`config.mk`:
```
export PLATFORM = sky130hd
export DESIGN_NAME = instruction_fetch_flat
export DESIGN_NICKNAME = d
export VERILOG_FILES = /design/src/rtl/instruction_fetch_if.sv /design/src/rtl/instruction_fetch.sv /design/src/flat_wrapper.sv
export SDC_FILE = /design/constraint.sdc
export NUM_CORES = 1
export LEC_CHECK = 0
export ABC_CLOCK_PERIOD_IN_PS = 1400
export BUFFER_PORTS_ARGS = -buffer_cell sky130_fd_sc_hd__buf_2
export CAP_MARGIN = 20
export CELL_PAD_IN_SITES_DETAIL_PLACEMENT = 1
export CELL_PAD_IN_SITES_GLOBAL_PLACEMENT = 1
export CORE_ASPECT_RATIO = 0.6
export CORE_MARGIN = 2
export CORE_UTILIZATION = 32
export CTS_CLUSTER_SIZE = 40
export DETAILED_ROUTE_END_ITERATION = 8
export PLACE_DENSITY = 0.85
export SETUP_SLACK_MARGIN = 0.05
export SLEW_MARGIN = 20
export SYNTH_ARGS = -nofsm -noshare
export SYNTH_HDL_FRONTEND = slang
export SYNTH_SLANG_ARGS = --single-unit
```
`constraint.sdc`:
```
create_clock -name clock -period 1.4 [get_ports clock]
set_clock_uncertainty 0.1 [all_clocks]
set_input_delay 0.14 -clock clock [delete_from_list [all_inputs] [get_ports clock]]
set_output_delay 0.14 -clock clock [all_outputs]
set_load 0.01 [all_outputs]
```
`src/rtl/instruction_fetch_if.sv`:
```
// Bus bundle between the fetch stage and its surroundings: the request/PC side,
// the memory read handshake, and the instruction-register strobe.
`timescale 1ns/1ps
interface instruction_fetch_if;
    logic        fetchReq;
    logic        pcLoad;
    logic [15:0] pcIn;
    logic [15:0] memData;
    logic        memReady;
    logic [15:0] memAddr;
    logic        notMemRead;
    logic [15:0] irData;
    logic        irNotLoad;
    logic        fetchDone;
    logic        busy;
    logic        fetchError;
    logic [15:0] pc;

    // Environment side: sequencer, memory and instruction register
    modport master (
        output fetchReq, pcLoad, pcIn, memData, memReady,
        input  memAddr, notMemRead, irData, irNotLoad, fetchDone, busy, fetchError, pc
    );

    // Fetch stage side
    modport slave (
        input  fetchReq, pcLoad, pcIn, memData, memReady,
        output memAddr, notMemRead, irData, irNotLoad, fetchDone, busy, fetchError, pc
    );
endinterface

```
`src/rtl/instruction_fetch.sv`:
```
// Fetch stage: owns the PC, reads one instruction word per request through a
// ready handshake bounded by a wait-state limit, then strobes the instruction register.
`timescale 1ns/1ps
module instruction_fetch #(
    parameter logic [15:0] RESET_PC  = 16'h0000,
    parameter int          MAX_WAIT  = 15,
    parameter int          WAIT_BITS = 4
) (
    input  logic               clock,
    input  logic               notReset,
    instruction_fetch_if.slave bus
);
    typedef enum logic [1:0] {
        S_IDLE = 2'd0,
        S_READ = 2'd1,
        S_LOAD = 2'd2,
        S_DONE = 2'd3
    } state_t;

    localparam logic [WAIT_BITS-1:0] WAIT_ONE   = WAIT_BITS'(1);
    localparam logic [WAIT_BITS-1:0] WAIT_ZERO  = WAIT_BITS'(0);
    localparam logic [WAIT_BITS-1:0] WAIT_LIMIT = WAIT_BITS'(MAX_WAIT);

    state_t               state_q, state_d;
    logic [15:0]          pc_q, pc_d;
    logic [15:0]          ir_q, ir_d;
    logic [WAIT_BITS-1:0] wait_q, wait_d;
    logic                 err_q, err_d;

    // State and datapath registers; reset abandons any in-flight read
    always_ff @(posedge clock or negedge notReset) begin
        if (!notReset) begin
            state_q <= S_IDLE;
            pc_q    <= RESET_PC;
            ir_q    <= 16'h0000;
            wait_q  <= WAIT_ZERO;
            err_q   <= 1'b0;
        end else begin
            state_q <= state_d;
            pc_q    <= pc_d;
            ir_q    <= ir_d;
            wait_q  <= wait_d;
            err_q   <= err_d;
        end
    end

    // Next-state and datapath updates
    always_comb begin
        state_d = state_q;
        pc_d    = pc_q;
        ir_d    = ir_q;
        wait_d  = wait_q;
        err_d   = err_q;
        case (state_q)
            S_IDLE: begin
                // A same-cycle pcLoad redirects the fetch to pcIn
                if (bus.pcLoad) begin
                    pc_d = bus.pcIn;
                end else begin
                    pc_d = pc_q;
                end
                if (bus.fetchReq && !err_q) begin
                    state_d = S_READ;
                    wait_d  = WAIT_ONE;
                end else begin
                    state_d = S_IDLE;
                end
            end
            S_READ: begin
                // Ready wins over the timeout on the last allowed cycle
                if (bus.memReady) begin
                    ir_d    = bus.memData;
                    state_d = S_LOAD;
                end else if (wait_q == WAIT_LIMIT) begin
                    err_d   = 1'b1;
                    state_d = S_IDLE;
                end else begin
                    wait_d  = wait_q + WAIT_ONE;
                end
            end
            S_LOAD: begin
                pc_d    = pc_q + 16'd1;
                state_d = S_DONE;
            end
            S_DONE: begin
                state_d = S_IDLE;
            end
            default: begin
                state_d = S_IDLE;
            end
        endcase
    end

    // Strobes decode only the registered state, so they cannot glitch
    assign bus.notMemRead = (state_q != S_READ);
    assign bus.irNotLoad  = (state_q != S_LOAD);
    assign bus.fetchDone  = (state_q == S_DONE);
    assign bus.busy       = (state_q != S_IDLE);
    assign bus.memAddr    = pc_q;
    assign bus.pc         = pc_q;
    assign bus.irData     = ir_q;
    assign bus.fetchError = err_q;
endmodule
```
`src/flat_wrapper.sv`:
```
// flat-port wrapper written by rule: the top's interface ports become plain ports
module instruction_fetch_flat 
#(
    parameter logic [15:0] RESET_PC  = 16'h0000,
    parameter int          MAX_WAIT  = 15,
    parameter int          WAIT_BITS = 4
)
  (clock, notReset, bus_fetchReq, bus_pcLoad, bus_pcIn, bus_memData, bus_memReady, bus_memAddr, bus_notMemRead, bus_irData, bus_irNotLoad, bus_fetchDone, bus_busy, bus_fetchError, bus_pc);
  instruction_fetch_if bus_i ();
  input  logic clock;
  input  logic notReset;
  input wire logic [$bits(bus_i.fetchReq)-1:0] bus_fetchReq;
  input wire logic [$bits(bus_i.pcLoad)-1:0] bus_pcLoad;
  input wire logic [$bits(bus_i.pcIn)-1:0] bus_pcIn;
  input wire logic [$bits(bus_i.memData)-1:0] bus_memData;
  input wire logic [$bits(bus_i.memReady)-1:0] bus_memReady;
  output wire logic [$bits(bus_i.memAddr)-1:0] bus_memAddr;
  output wire logic [$bits(bus_i.notMemRead)-1:0] bus_notMemRead;
  output wire logic [$bits(bus_i.irData)-1:0] bus_irData;
  output wire logic [$bits(bus_i.irNotLoad)-1:0] bus_irNotLoad;
  output wire logic [$bits(bus_i.fetchDone)-1:0] bus_fetchDone;
  output wire logic [$bits(bus_i.busy)-1:0] bus_busy;
  output wire logic [$bits(bus_i.fetchError)-1:0] bus_fetchError;
  output wire logic [$bits(bus_i.pc)-1:0] bus_pc;
  assign bus_i.fetchReq = bus_fetchReq;
  assign bus_i.pcLoad = bus_pcLoad;
  assign bus_i.pcIn = bus_pcIn;
  assign bus_i.memData = bus_memData;
  assign bus_i.memReady = bus_memReady;
  assign bus_memAddr = bus_i.memAddr;
  assign bus_notMemRead = bus_i.notMemRead;
  assign bus_irData = bus_i.irData;
  assign bus_irNotLoad = bus_i.irNotLoad;
  assign bus_fetchDone = bus_i.fetchDone;
  assign bus_busy = bus_i.busy;
  assign bus_fetchError = bus_i.fetchError;
  assign bus_pc = bus_i.pc;
  instruction_fetch #(.RESET_PC(RESET_PC), .MAX_WAIT(MAX_WAIT), .WAIT_BITS(WAIT_BITS)) u_core (.clock(clock), .notReset(notReset), .bus(bus_i));
endmodule
```
* Word level (Yosys, flattened, before mapping)
Cells that the tools add are included.
Storage, ports and cells: logic and storage cells 39, flip-flop bits (word level) 39
Cells by class: mux-type cells 10, equal/unequal tests 11, reductions and logical operators 10, add/subtract/negate cells 2, bitwise operators 1
Operators by type and width (number):
- one-hot mux 16 bit (2 select lines) | 1
- adder 16 x 1 -> 16 bit, second input constant | 1
- two-way mux 16 bit | 1
- two-way mux 4 bit | 3
- != test 2 bit, second input constant | 4
- one-hot mux 2 bit (4 select lines) | 1
- one-hot mux 4 bit (2 select lines) | 1
- nonzero test 2 bit | 3
- adder 4 x 1 -> 4 bit, second input constant | 1
- equality test 2 bit, second input constant | 2
- equality test 4 bit, second input constant | 1
- two-way mux 2 bit | 2
- != test 2 x 1 -> 1 bit, second input constant | 2
- AND reduction 2 bit | 2
- AND reduction 4 bit | 1
- != test 3 x 2 -> 1 bit, second input constant | 1
- AND reduction 3 bit | 1
- equality test 2 x 1 -> 1 bit, second input constant | 1
- zero test 2 bit | 1
- logical AND 1 bit | 1
- zero test 1 bit | 1
- two-way mux 1 bit | 1
- NOT 1 bit | 1

* Logic depth before layout (Yosys ltp)
depth after elaboration 4, mapped depth 7

* Least setup slack after synthesis
No wires, ideal clock.
path type reg-to-reg, from register u_core.pc_q[2] (netlist: u_core.bus.memAddr[2]), to register u_core.pc_q[9] (netlist: u_core.bus.memAddr[9]), stages on the path, launching flop included 6, setup time 0.123 ns, arrival time 1.347 ns, slack -0.171 ns, clock period less this slack 1.571 ns, path buffers 1, cells stage by stage dfrtp_1 -> buf_2 -> nand3_2 -> or4_1 -> mux2i_1 -> a21oi_1
Between the ends: longest elaborated chain between the ends 2
RTL lines:
- from (decl) | RTL line instruction_fetch.sv:25 | logic [15:0] pc_q, pc_d;
- from (signal assigned) | RTL line instruction_fetch.sv:40 | pc_q <= pc_d;
- adder 16 x 1 -> 16 bit | RTL line instruction_fetch.sv:82 | pc_d = pc_q + 16'd1;
- one-hot mux 16 bit (2 select lines) | RTL line instruction_fetch.sv:54 | case (state_q)
Every way passes these cells. A chain may end at the register's enable or synchronous reset.

==> metrics.txt <==
status=finished, violations left; failing checks=negative setup slack; hold path endpoint=u_core.bus.memAddr[3]$_DFFE_PN0P_; FF+latch count, synth=39; Via density=5.08; Total GRT Usage=22.1%; Leak=0.00195 uW; routed length on met2=4530 um; Simple-Gate Fraction of Synth Area=17.9%; number of synthesized flops with an enable pin=0; CTS Buf Count=5; mux cell area share after synthesis=13.5%; first-pass GRT wire length=12700 um; worst relative slew slack=70.9%; initial antenna violation count=0; DIE HEIGHT=68.0 um; clock transition at the registers of the reported paths=0.06 ns; final instance area=4020 sq um; CTS root buffer=clkbuf_16; RSZ-0062 raised after global routing=yes; sequential group share of total power=36.0%; DRT Pass-1 Iters=4; MaxCap Viol Count=0; largest net degree at the start of global routing=40; H-tree Lvls=2; vias in the first global route=2414; post-synthesis cell count=206; Tcrit/Tclk final=113%; Die W=111 um; Switching Share=26.4%; commonest non-fill, non-tap cell in the layout=buf_2; post-DP HPWL=5350 um; met3 wire length=495 um; internal power=2570 uW; WHS Path Cells=3; Synth Area per Inst=10.6 sq um; worst reg2reg setup slack=-0.18 ns; P per Cell Area=867 nW/um^2; max-slew violations=0; Syn-to-layout area delta=84.3%; Peak supply drop=434 uV; PnR worst setup slack=-0.189 ns; FMAX=629 MHz; Port Buffers=89; r2r worst-path depth=5; Netlist cell types=49; CTS Buffer Depth=2; TritonCTS clock tree=yes; die area=7520 sq um; row cnt=23; total core area=6650 sq um; DR top layer=met4; GP Congestion=0.793; Setup-failing EPs final=35; RR Endpoint=u_core.bus.irData[3]$_DFFE_PN0P_; clock power share=42.9%; # DRC=0; Worst Path Arrival=1.35 ns; min Tclk post-route=1.59 ns; post-synthesis xor/xnor area fraction=0.803%; CP Class=reg -> out; Total Power=3490 uW; post-route ant nets=0; WL/cell=19.5 um; share of cells above drive strength 1=68.5%; compound-cell area share of the yosys netlist=12.5%; Ant. Diodes=0; Final Hold Viols=0; main combinational cell family by area after synthesis=simple AND/OR/NAND/NOR gates; worst hold path type=in -> reg; # IOs=90; Seq/Total Area, Yosys=44.7%; 1st-iter DRT viols=67; Post-DP Area=2980 sq um; syn nets=245; initial core utilization=32.8%; Setup crit start kind=flip-flop; Comb pwr share=21.0%; Post-Route WL=8790 um; net switching power figure=920 uW; worst-skew pair later-pin latency=0.29 ns; largest fanout on the critical path=6; Post-synth ARST share=100%; wire length on met1=3660 um; min-delay src=bus_pcIn[3]; top_reg_cell synth=dfrtp_1; Yosys warnings=0; grt ovf=0; leading cell types in the layout, fill and taps excluded=buf_2 (81), buf_4 (44), dfrtp_1 (28), buf_6 (25), dlygate4sd3_1 (19); CP endpoint kind=output port; fin nets=403; data required time at the worst endpoint=1.16 ns; Synth Area in Adders=1.15%; Slew @ Worst Pin=0.437 ns; Post-Synthesis Cell Area=2180 sq um; Clock Sink Count=39; DR vias=2297
## power groups by stage
stage	logic [uW]	clock network [uW]	registers (uW)
2_1_floorplan	241	0	1300
3_3_place_gp	531	0	1260
3_5_place_dp	547	0	1260
4_1_cts	669	1520	1250
5_1_grt	784	1560	1260
6_report	733	1500	1260
## logic make-up after synthesis
group,count (synthesis)
flip-flops,39
AO/OA/AOI/OAI,44
XOR/XNOR,2
AND/OR/NAND/NOR,65
multiplexers,24
buffers and inverters,30
adder cells (fa/ha/maj),2
## synthesized netlist by cell type, types with 3 or more instances
cell type	n	area, sq um
dfrtp_1	39	976
nand2_1	17	63.8
o21ai_0	9	45.0
buf_4	16	120
o22ai_1	6	37.5
buf_2	3	15.0
buf_6	3	33.8
mux2_2	7	78.8
a22oi_1	5	37.5
nand3_1	6	30.0
a21oi_1	12	60.1
nor4_2	3	37.5
mux2_4	9	135
o31ai_1	3	22.5
inv_1	3	11.3
nor3_1	7	35.0
nor2_1	11	41.3
mux2i_1	8	80.1
## per-layer routing
| metal | GRT usage, % | up-vias |
|---|---|---|
| li1 | - | 1058 |
| met1 | 26.1 | 1158 |
| met2 | 42.6 | 72 |
| met3 | 4.69 | 9 |
| met4 | 4.84 | 0 |
| met5 | 0 | - |
## metrics by stage
stage | hold slack, ns | setup TNS, ns | util (%) | setup slack (ns) | std cells
floorplan | -0.256 | -0.232 | - | -0.0731 | 206
finish | 0.00756 | -4.12 | 60.5 | -0.189 | 452
global route | 0.0182 | -5.58 | 60.5 | -0.220 | 452
detailed placement | 0.0345 | -3.36 | 44.9 | -0.203 | 404
CTS | 0.000470 | -2.95 | 56.2 | -0.122 | 444
global placement | 0.0292 | -1.96 | 44.9 | -0.155 | 404
## flip-flops by register name, indices dropped and copies added (netlist names), named ones only
register,count
u_core.bus.fetchError,1
u_core.bus.irData,16
u_core.bus.memAddr,16
u_core.state_q,1
u_core.wait_q,4
## worst max path at each step
stage | from | end | cells after the start
after CTS | u_core.bus.memAddr[1]$_DFFE_PN0P_ | u_core.bus.memAddr[9]$_DFFE_PN0P_ | 4
after global routing | flip-flop | bus_notMemRead | 5
final | flip-flop | bus_notMemRead | 5
after floorplan | flip-flop | u_core.bus.memAddr[7]$_DFFE_PN0P_ | 6
after detailed placement | flip-flop | u_core.wait_q[2]$_DFFE_PN0P_ | 5
after global placement | flip-flop | u_core.wait_q[2]$_DFFE_PN0P_ | 5
## final cells by class
cell class,instances,area [sq um]
repair buffers,173,1280
well taps,87,109
multi-input cells,139,1410
fillers,700,2630
clock inverters,2,60.1
flip-flops and latches,39,990
inverters,6,40.0
clock buffers,6,129
## worst max-delay path, cell delays in order (launching register included)
cell,delay (ns)
dfrtp_1,0.42
buf_12,0.17
nor2_4,0.20
buf_6,0.13
inv_2,0.03
buf_6,0.11
## what timing repair did
| item | in CTS | in global routing |
|---|---|---|
| pin swaps | 21 | 15 |
| hold buffers | 19 | 0 |
| setup buffers | 13 | 8 |
| cloned | 0 | 2 |
| resized for setup | 68 | 39 |
| setup endpoints to repair | 41 | 46 |
| hold endpoints to repair | 57 | 0 |
Power figures use the tool's default switching activity.
